## config.mk

```make
export PLATFORM = sky130hd
export DESIGN_NAME = instr_encoder
export DESIGN_NICKNAME = d
export VERILOG_FILES = /design/src/rtl/isa_pkg.sv /design/src/rtl/imm_rot_check.sv /design/src/rtl/instr_encoder.sv
export SDC_FILE = /design/constraint.sdc
export NUM_CORES = 1
export LEC_CHECK = 0
export BUFFER_PORTS_ARGS = -buffer_cell sky130_fd_sc_hd__buf_2
export CORE_UTILIZATION = 45
export CTS_BUF_LIST = sky130_fd_sc_hd__clkbuf_16
export DETAILED_ROUTE_END_ITERATION = 6
export PLACE_DENSITY = 0.7
export SLEW_MARGIN = 20
export SYNTH_ARGS = -nofsm -noshare
export SYNTH_HDL_FRONTEND = slang
export SYNTH_SLANG_ARGS = --single-unit
```

## constraint.sdc

```tcl
create_clock -name clk -period 6 [get_ports clk]
set_input_delay 1.8 -clock clk [delete_from_list [all_inputs] [get_ports clk]]
set_output_delay 1.8 -clock clk [all_outputs]
set_load 0.05 [all_outputs]
```

## src/rtl/isa_pkg.sv

```systemverilog
// Shared ISA definitions for the instruction encoder and decoder: kind codes,
// opcode classes, field positions and the word-assembly helpers.
package isa_pkg;

    localparam int ROT_STEPS = 16;
    localparam int ROT_W     = 4;

    typedef enum logic [1:0] {
        KIND_DPREG = 2'd0,
        KIND_DPIMM = 2'd1,
        KIND_MEM   = 2'd2,
        KIND_BR    = 2'd3
    } kind_e;

    localparam logic [1:0] OP_DP  = 2'b00;
    localparam logic [1:0] OP_MEM = 2'b01;
    localparam logic [1:0] OP_BR  = 2'b10;

    typedef enum logic [1:0] {
        S_IDLE   = 2'd0,
        S_SEARCH = 2'd1,
        S_DONE   = 2'd2
    } state_e;

    // Field LSB positions; the decoder slices the word with the same constants.
    localparam int COND_LSB  = 28;
    localparam int OP_LSB    = 26;
    localparam int I_BIT     = 25;
    localparam int CMD_LSB   = 21;
    localparam int S_BIT     = 20;
    localparam int RN_LSB    = 16;
    localparam int RD_LSB    = 12;
    localparam int ROT_LSB   = 8;
    localparam int SHAMT_LSB = 7;
    localparam int SH_LSB    = 5;
    localparam int P_BIT     = 24;
    localparam int U_BIT     = 23;
    localparam int B_BIT     = 22;
    localparam int W_BIT     = 21;
    localparam int L_BIT     = 20;
    localparam int LINK_BIT  = 24;

    typedef struct packed {
        logic [3:0]  cond;
        logic [3:0]  cmd;
        logic        s;
        logic [3:0]  rn;
        logic [3:0]  rd;
        logic [3:0]  rm;
        logic [1:0]  sh;
        logic [4:0]  shamt5;
        logic [31:0] imm32;
        logic [11:0] imm12;
        logic        mem_u;
        logic        mem_b;
        logic        mem_l;
        logic        br_link;
        logic [23:0] imm24;
    } req_t;

    function automatic logic [31:0] enc_dpreg(input req_t r);
        return {r.cond, OP_DP, 1'b0, r.cmd, r.s, r.rn, r.rd, r.shamt5, r.sh, 1'b0, r.rm};
    endfunction

    function automatic logic [31:0] enc_dpimm(input req_t r, input logic [ROT_W-1:0] rot,
                                              input logic [7:0] imm8);
        return {r.cond, OP_DP, 1'b1, r.cmd, r.s, r.rn, r.rd, rot, imm8};
    endfunction

    // Pre-indexed (P=1) without write-back (W=0) is the only addressing form emitted.
    function automatic logic [31:0] enc_mem(input req_t r);
        return {r.cond, OP_MEM, 1'b0, 1'b1, r.mem_u, r.mem_b, 1'b0, r.mem_l, r.rn, r.rd, r.imm12};
    endfunction

    function automatic logic [31:0] enc_br(input req_t r);
        return {r.cond, OP_BR, 1'b1, r.br_link, r.imm24};
    endfunction

endpackage

```

## src/rtl/imm_rot_check.sv

```systemverilog
// Tests one rotation candidate: rotates the constant left by 2*rot and reports
// whether the result fits in an 8-bit immediate.
module imm_rot_check
    import isa_pkg::*;
(
    input  logic [31:0]      imm32,
    input  logic [ROT_W-1:0] rot,
    output logic [7:0]       cand,
    output logic             fits
);

    logic [4:0]  amt;
    logic [31:0] rotated;

    assign amt = {rot, 1'b0};
    // A shift by 32 yields zero, so amt=0 degenerates cleanly to the identity.
    assign rotated = (imm32 << amt) | (imm32 >> (6'd32 - {1'b0, amt}));
    assign cand    = rotated[7:0];
    assign fits    = (rotated[31:8] == 24'd0);

endmodule

```

## src/rtl/instr_encoder.sv

```systemverilog
// Assembles 32-bit ARM-style instruction words from decoded fields; DP
// immediates are encoded by a one-rotation-per-cycle search.
module instr_encoder
    import isa_pkg::*;
(
    input  logic        clk,
    input  logic        rst_n,
    input  logic        in_valid,
    output logic        in_ready,
    input  logic [1:0]  kind,
    input  logic [3:0]  cond,
    input  logic [3:0]  cmd,
    input  logic        s,
    input  logic [3:0]  rn,
    input  logic [3:0]  rd,
    input  logic [3:0]  rm,
    input  logic [1:0]  sh,
    input  logic [4:0]  shamt5,
    input  logic [31:0] imm32,
    input  logic [11:0] imm12,
    input  logic        mem_u,
    input  logic        mem_b,
    input  logic        mem_l,
    input  logic        br_link,
    input  logic [23:0] imm24,
    output logic        out_valid,
    input  logic        out_ready,
    output logic [31:0] instr_out,
    output logic        out_err
);

    state_e           state, state_nxt;
    logic [ROT_W-1:0] rot_cnt, rot_nxt;
    req_t             req, req_in;
    logic [31:0]      instr_nxt;
    logic             err_nxt;
    logic             load_req;
    logic [7:0]       cand;
    logic             fits;

    always_comb begin
        req_in.cond    = cond;
        req_in.cmd     = cmd;
        req_in.s       = s;
        req_in.rn      = rn;
        req_in.rd      = rd;
        req_in.rm      = rm;
        req_in.sh      = sh;
        req_in.shamt5  = shamt5;
        req_in.imm32   = imm32;
        req_in.imm12   = imm12;
        req_in.mem_u   = mem_u;
        req_in.mem_b   = mem_b;
        req_in.mem_l   = mem_l;
        req_in.br_link = br_link;
        req_in.imm24   = imm24;
    end

    imm_rot_check u_rot_check (
        .imm32 (req.imm32),
        .rot   (rot_cnt),
        .cand  (cand),
        .fits  (fits)
    );

    assign in_ready  = (state == S_IDLE);
    assign out_valid = (state == S_DONE);

    always_comb begin
        // NOTE: every output of this block gets a default first, so no path can infer a latch.
        state_nxt = state;
        rot_nxt   = rot_cnt;
        instr_nxt = instr_out;
        err_nxt   = out_err;
        load_req  = 1'b0;
        unique case (state)
            S_IDLE: begin
                if (in_valid) begin
                    load_req = 1'b1;
                    rot_nxt  = '0;
                    unique case (kind_e'(kind))
                        KIND_DPREG: begin
                            instr_nxt = enc_dpreg(req_in);
                            err_nxt   = 1'b0;
                            state_nxt = S_DONE;
                        end
                        KIND_DPIMM: state_nxt = S_SEARCH;
                        KIND_MEM: begin
                            instr_nxt = enc_mem(req_in);
                            err_nxt   = 1'b0;
                            state_nxt = S_DONE;
                        end
                        KIND_BR: begin
                            instr_nxt = enc_br(req_in);
                            err_nxt   = 1'b0;
                            state_nxt = S_DONE;
                        end
                    endcase
                end
            end
            S_SEARCH: begin
                if (fits) begin
                    instr_nxt = enc_dpimm(req, rot_cnt, cand);
                    err_nxt   = 1'b0;
                    state_nxt = S_DONE;
                end else if (rot_cnt == ROT_W'(ROT_STEPS - 1)) begin
                    instr_nxt = '0;
                    err_nxt   = 1'b1;
                    state_nxt = S_DONE;
                end else begin
                    rot_nxt = rot_cnt + 1'b1;
                end
            end
            S_DONE: begin
                if (out_ready) state_nxt = S_IDLE;
            end
            default: state_nxt = S_IDLE;
        endcase
    end

    // NOTE: sequential state uses non-blocking assignments so all registers update from pre-edge values.
    always_ff @(posedge clk or negedge rst_n) begin
        if (!rst_n) state <= S_IDLE;
        else        state <= state_nxt;
    end

    // The latched request is cleared on reset too, so an aborted search leaves nothing behind.
    always_ff @(posedge clk or negedge rst_n) begin
        if (!rst_n) begin
            rot_cnt   <= '0;
            req       <= '0;
            instr_out <= '0;
            out_err   <= 1'b0;
        end else begin
            rot_cnt   <= rot_nxt;
            instr_out <= instr_nxt;
            out_err   <= err_nxt;
            if (load_req) req <= req_in;
        end
    end

endmodule
```

==> metrics.cfg, run 1 <==
[placed_design]
port_buffers=140
dp.cells=990
dp_hpwl_um=11900
placedInstanceArea_um2=6980
place.gp.congestion=0.908
pre_cts_ws_ps=1120

[synthesis]
synthMuxAreaShare=0.213
synth_compound_area_frac=0.164
yosys.area_share.simple=0.206
synth_nets=839
synth_fa_ha_area_frac=0.00400
ys_types=57
yosysSeqAreaShare=0.352
synthFlopType=dfrtp_1
syn_area_per_cell_um2=8.56
ys_ff_latch=88
synth_area_um2=6260
ys_warn_count=0
syn-instance-count=731
synth-edff-count=0
synthArstFlopShare=1.00
synth_top_family_by_area=multiplexers
synth_xor_area_frac=0.00700

[timing]
hold_viol=0
timing.final.ws_setup_ps=1080
finClkSkew_ps=11.1
rsz0062_at_grt=false
max_freq_mhz=203
setup_tns_ps=0
slew_headroom=0.336
setup-violations-final=0
holdWs_ps=477
final_max_slew_viol_count=0
post-route-min-period_ps=4920
fin_crit_sh=0.821
tightest_slew_ps=996

[critical_path]
worstPathMaxFanout=32
path_class=reg -> reg
setup.worst_path.start_class=flop
arrival_ps=5160
crit_path_end_kind=flop
critPathRequiredTime_ps=6240

[final_layout]
antennaDiodeCount=0
layout.cells.non_filler=1006
syn2layout_area_growth_pct=16.5
fin_nets=933
final_util=0.544
drive_gt1_frac=0.278
stdcell_area_um2=7290

[clock_network]
cts.sinks=88
cts_repair_resize_count=0
cts_tree=done
cts_buffer_depth=2
htreeDepth=3
postCtsSetupBuffers=0
clk_pin_slew_ps=70
clk_latency_ps=360
cts_root_buf=clkbuf_16
ctsHoldBuffers=0
cts_buffers=9

[global_routing]
grt.overflow.total=0
antenna_found_initial=0
grt_pass1_vias=5363
grt_pass1_wl_um=27600
grt_max_degree=84
gr-usage-all-layers=0.244

[route]
vias=5839
post_drt_wl_per_cell_um=17.0
drc=0
drt_pass1_iterations=5
wl_um=17100
drtIter0Drc=421
vias_per_cell=5.80
ant_nets=0

[pwr]
p_total_mw=4.66
p_per_area_nw_per_um2=639
power.leakage_nw=3.44
vdd_drop_max_uv=322

[die]
start_util=0.467
core.rowCount=42
chipHeight_um=120
die_area_um2=14400
io-pin-count=141
core-area_um2=13400
die_w_um=120

[status]
outcome=complete, no violations

[job]
maxCapViolCount=0

[hold_path]
min-delay-path-class=reg -> reg

[layer usage]
metal / GRT usage / wire (um) / up-vias
met5: 0 / 0 / -
met4: 0.0945 / 382 / 0
met3: 0.0328 / 1060 / 28
met2: 0.369 / 7910 / 205
met1: 0.351 / 7780 / 2802
li1: - / - / 2804
[power by group]
group	internal, mW	switching [mW]	total, mW
clock network	0.328	0.262	0.590
registers	0.875	0.357	1.23
logic	1.10	1.73	2.83
[final timing paths]
kind / from / to / slack [ps] / cells past startpoint
worst max-delay path: rot_cnt[0] / instr_out[0] / 1080 / 13
worst min-delay path: instr_out[3] / instr_out[3] / 480 / 1
worst max register to register: rot_cnt[0] / instr_out[0] / 1080 / 13
worst min register to register: instr_out[3] / instr_out[3] / 480 / 1
max in group asynchronous: rst_n / rot_cnt[0] / 3540 / 2
min in group asynchronous: rst_n / req[55] / 1450 / 1
[registers in the layout (all words and copies together) (netlist names)]
register and flops:
out_err 1, instr_out 32, state 2, req 49, rot_cnt 4
[cells by family (layout without fill, tap and decap cells)]
group,Yosys count,count (layout)
AO/OA/AOI/OAI,149,149
buffers and inverters,75,174
XOR/XNOR,5,5
AND/OR/NAND/NOR,299,299
flip-flops,88,88
multiplexers,113,113
adder cells (fa/ha/maj),2,2
[synthesized netlist by cell type, types with 3 or more instances]
library cell	n	area (um^2)
mux2i_1	52	521
o2111ai_1	4	35.0
xnor2_1	3	26.3
nand3_1	10	50.1
nor2_1	51	191
o21ai_0	28	140
buf_1	5	18.8
dfrtp_1	88	2200
o2bb2ai_1	11	96.3
mux2_1	3	33.8
a211oi_1	5	37.5
nand2_1	183	687
a211o_1	3	26.3
nor4b_1	6	52.6
nor3_1	11	55.1
clkbuf_1	46	173
o211ai_1	7	52.6
a31oi_1	7	43.8
buf_6	5	56.3
a22o_1	19	166
nor2b_1	11	68.8
mux2_2	47	529
mux4_2	11	248
nand2b_1	4	25.0
o31ai_1	4	30.0
a22oi_1	8	60.1
a21oi_1	33	165
nor4_1	9	56.3
buf_2	8	40.0
inv_1	7	26.3
nand4_1	6	37.5
[critical path: stages (launching register included)]
cell and delay [ps]:
dfrtp_2 360, inv_1 50, ha_1 700, buf_12 280
mux2_2 380, mux2i_1 190, nand4_1 150, a222oi_1 410
nor2b_1 90, or4_1 600, o21ba_2 300, nor3_4 650
buf_12 260, mux2_2 350
[placed cells by master (no fill, tap or decap), drive strengths merged, types with 2 or more instances in the layout]
cell type    n
nor4b        6
o21bai       2
xnor2        3
nand4        6
nor4         9
clkinv       4
nor2b       11
a21o         2
xor2         2
nor2        51
ha           2
inv          9
a21oi       33
or3          2
o31ai        4
a31o         2
mux2        50
o211ai       7
buf        151
o21ai       28
a31oi        7
nand3       10
o2111ai      4
a22o        19
o41ai        2
nor3        12
nand2      183
mux2i       52
dfrtp       88
nand2b       4
a211o        3
clkbuf       9
o2bb2ai     11
a2111oi      2
mux4        11
a22oi        8
a211oi       5
[final cells by class]
type                       instances  area [um^2]
clock buffer                       9          225
clock inverter                     7         80.1
fill                            1298         6110
inverter                           7         26.3
multi-input combinational        568         3720
sequential                        88         2200
tap                              176          220
timing repair buffer             151          811
Note: power is estimated with default switching activity, not from simulation.
==> run 2, diff against run 1 <==
==> constraint.sdc (replaced) <==
create_clock -name clk -period 5.15 [get_ports clk]
set_input_delay 1.545 -clock clk [delete_from_list [all_inputs] [get_ports clk]]
set_output_delay 1.545 -clock clk [all_outputs]
set_load 0.05 [all_outputs]
==> metrics.cfg, run 2 (synthesized netlist as in run 1, its figures left out) <==
[pwr]
power.leakage_nw=3.44
p_total_mw=5.38
vdd_drop_max_uv=240
p_per_area_nw_per_um2=739

[clock_network]
clk_latency_ps=360
cts_buffers=9
ctsHoldBuffers=0
htreeDepth=3
cts_buffer_depth=2
cts_tree=done
cts.sinks=88
cts_root_buf=clkbuf_16
postCtsSetupBuffers=0
clk_pin_slew_ps=70
cts_repair_resize_count=0

[die]
core.rowCount=42
die_area_um2=14400
start_util=0.467
io-pin-count=141
die_w_um=120
core-area_um2=13400
chipHeight_um=120

[global_routing]
grt_pass1_wl_um=27600
grt_pass1_vias=5291
grt_max_degree=84
gr-usage-all-layers=0.242
grt.overflow.total=0
antenna_found_initial=0

[placed_design]
dp_hpwl_um=11700
place.gp.congestion=0.953
placedInstanceArea_um2=6990
dp.cells=994
port_buffers=140

[hold_path]
whs_path_depth=2
hp-start=req[97]
min-delay-path-class=reg -> reg
min_to=req[97]

[timing]
finClkSkew_ps=9.52
slew_headroom=0.370
holdWs_ps=476
tightest_slew_ps=945
hold_viol=0
max_freq_mhz=221
setup-violations-final=0
final_max_slew_viol_count=0
setup_tns_ps=0
fin_crit_sh=0.877
post-route-min-period_ps=4520
rsz0062_at_grt=false

[final_layout]
largestRegisters=req (49), instr_out (32), rot_cnt (4)
antennaDiodeCount=0
regMostFlops=req
layout_common_cells=nand2_1, buf_2, dfrtp_1, mux2i_1, nor2_1
stdcell_area_um2=7280
largest_reg_flops=49
layout.cells.non_filler=1010
fin_nets=937
syn2layout_area_growth_pct=16.3
drive_gt1_frac=0.283
final_common_cell=nand2_1

[route]
drt_pass1_iterations=4
drc=0
wl_um=17000
vias=5716
vias_per_cell=5.66
drtIter0Drc=365
ant_nets=0
post_drt_wl_per_cell_um=16.8

[critical_path]
path_buf_inv=3
worstPathCellList=inv_1 -> ha_1 -> buf_4 -> mux4_2 -> nor2_1 -> nand4_1 -> a222oi_1 -> nor2b_1 -> or4_1 -> o21ba_2 -> nor3_4 -> buf_4 -> mux2_2
rr_endpoint=instr_out[26]
crit_path_end_kind=flop
crit_path_top_delay_cell=ha_1
r2r_start=rot_cnt[0]
cpLargestDelayFamily=simple AND/OR/NAND/NOR gates
setup.worst_path.start_class=flop
rrSetupSlack_ps=630
arrival_ps=4760
reg2reg_depth=13
path_class=reg -> reg
critPathMaxStageDelay_ps=760
worstPathMaxFanout=34
critPathRequiredTime_ps=5390
cp_common_cell=buf_4

[status]
outcome=complete, no violations

[job]
maxCapViolCount=0

==> run 2: cell count changes in the layout (fill, tap and decap cells not counted), sizes merged <==
cell | before | now
clkinvlp | 0 | 2
buf | 151 | 155
bufinv | 1 | 0
inv | 9 | 8
==> run 2: how the worst max path moves through the flow <==
stage                           from       endpoint  slack, ps  depth (start not counted)
after CTS                 rot_cnt[0]  instr_out[15]        640                         13
after global routing      rot_cnt[1]   instr_out[7]        450                         13
final                     rot_cnt[0]  instr_out[26]        630                         13
after global placement    rot_cnt[0]  instr_out[30]        720                         13
after floorplan           rot_cnt[1]   instr_out[0]        370                         17
after detailed placement  rot_cnt[0]  instr_out[26]        680                         13
==> run 2: worst register-to-register path: stages, from the launching register on <==
cell and delay, ps:
dfrtp_2 350, inv_1 50, ha_1 760, buf_4 310
mux4_2 320, nor2_1 120, nand4_1 110, a222oi_1 400
nor2b_1 90, or4_1 610, o21ba_2 300, nor3_4 160
buf_4 430, mux2_2 400
==> run 2: final cells by class <==
class | instances | area [um^2]
fill | 1265 | 6120
multi-input combinational | 568 | 3730
sequential | 88 | 2200
timing repair buffer | 155 | 816
clock buffer | 9 | 225
tap | 176 | 220
clock inverter | 7 | 61.3
inverter | 7 | 26.3
==> run 2: stage by stage <==
stage / worst slack, ps / util
after global placement: 722 / 0.522
final: 633 / 0.543
after floorplan: 375 / -
after global routing: 447 / 0.543
after detailed placement: 683 / 0.522
after CTS: 638 / 0.543
==> run 2: metal layers <==
| metal | wire [um] | GRT usage | vias up |
|---|---|---|---|
| li1 | - | - | 2818 |
| met1 | 7900 | 0.346 | 2701 |
| met2 | 7740 | 0.368 | 179 |
| met3 | 1040 | 0.0380 | 18 |
| met4 | 297 | 0.0891 | 0 |
| met5 | 0 | 0 | - |
==> run 2: power breakdown <==
part	switching, mW	total [mW]	internal [mW]
logic	2.03	3.32	1.28
clock network	0.297	0.629	0.332
registers	0.413	1.43	1.02
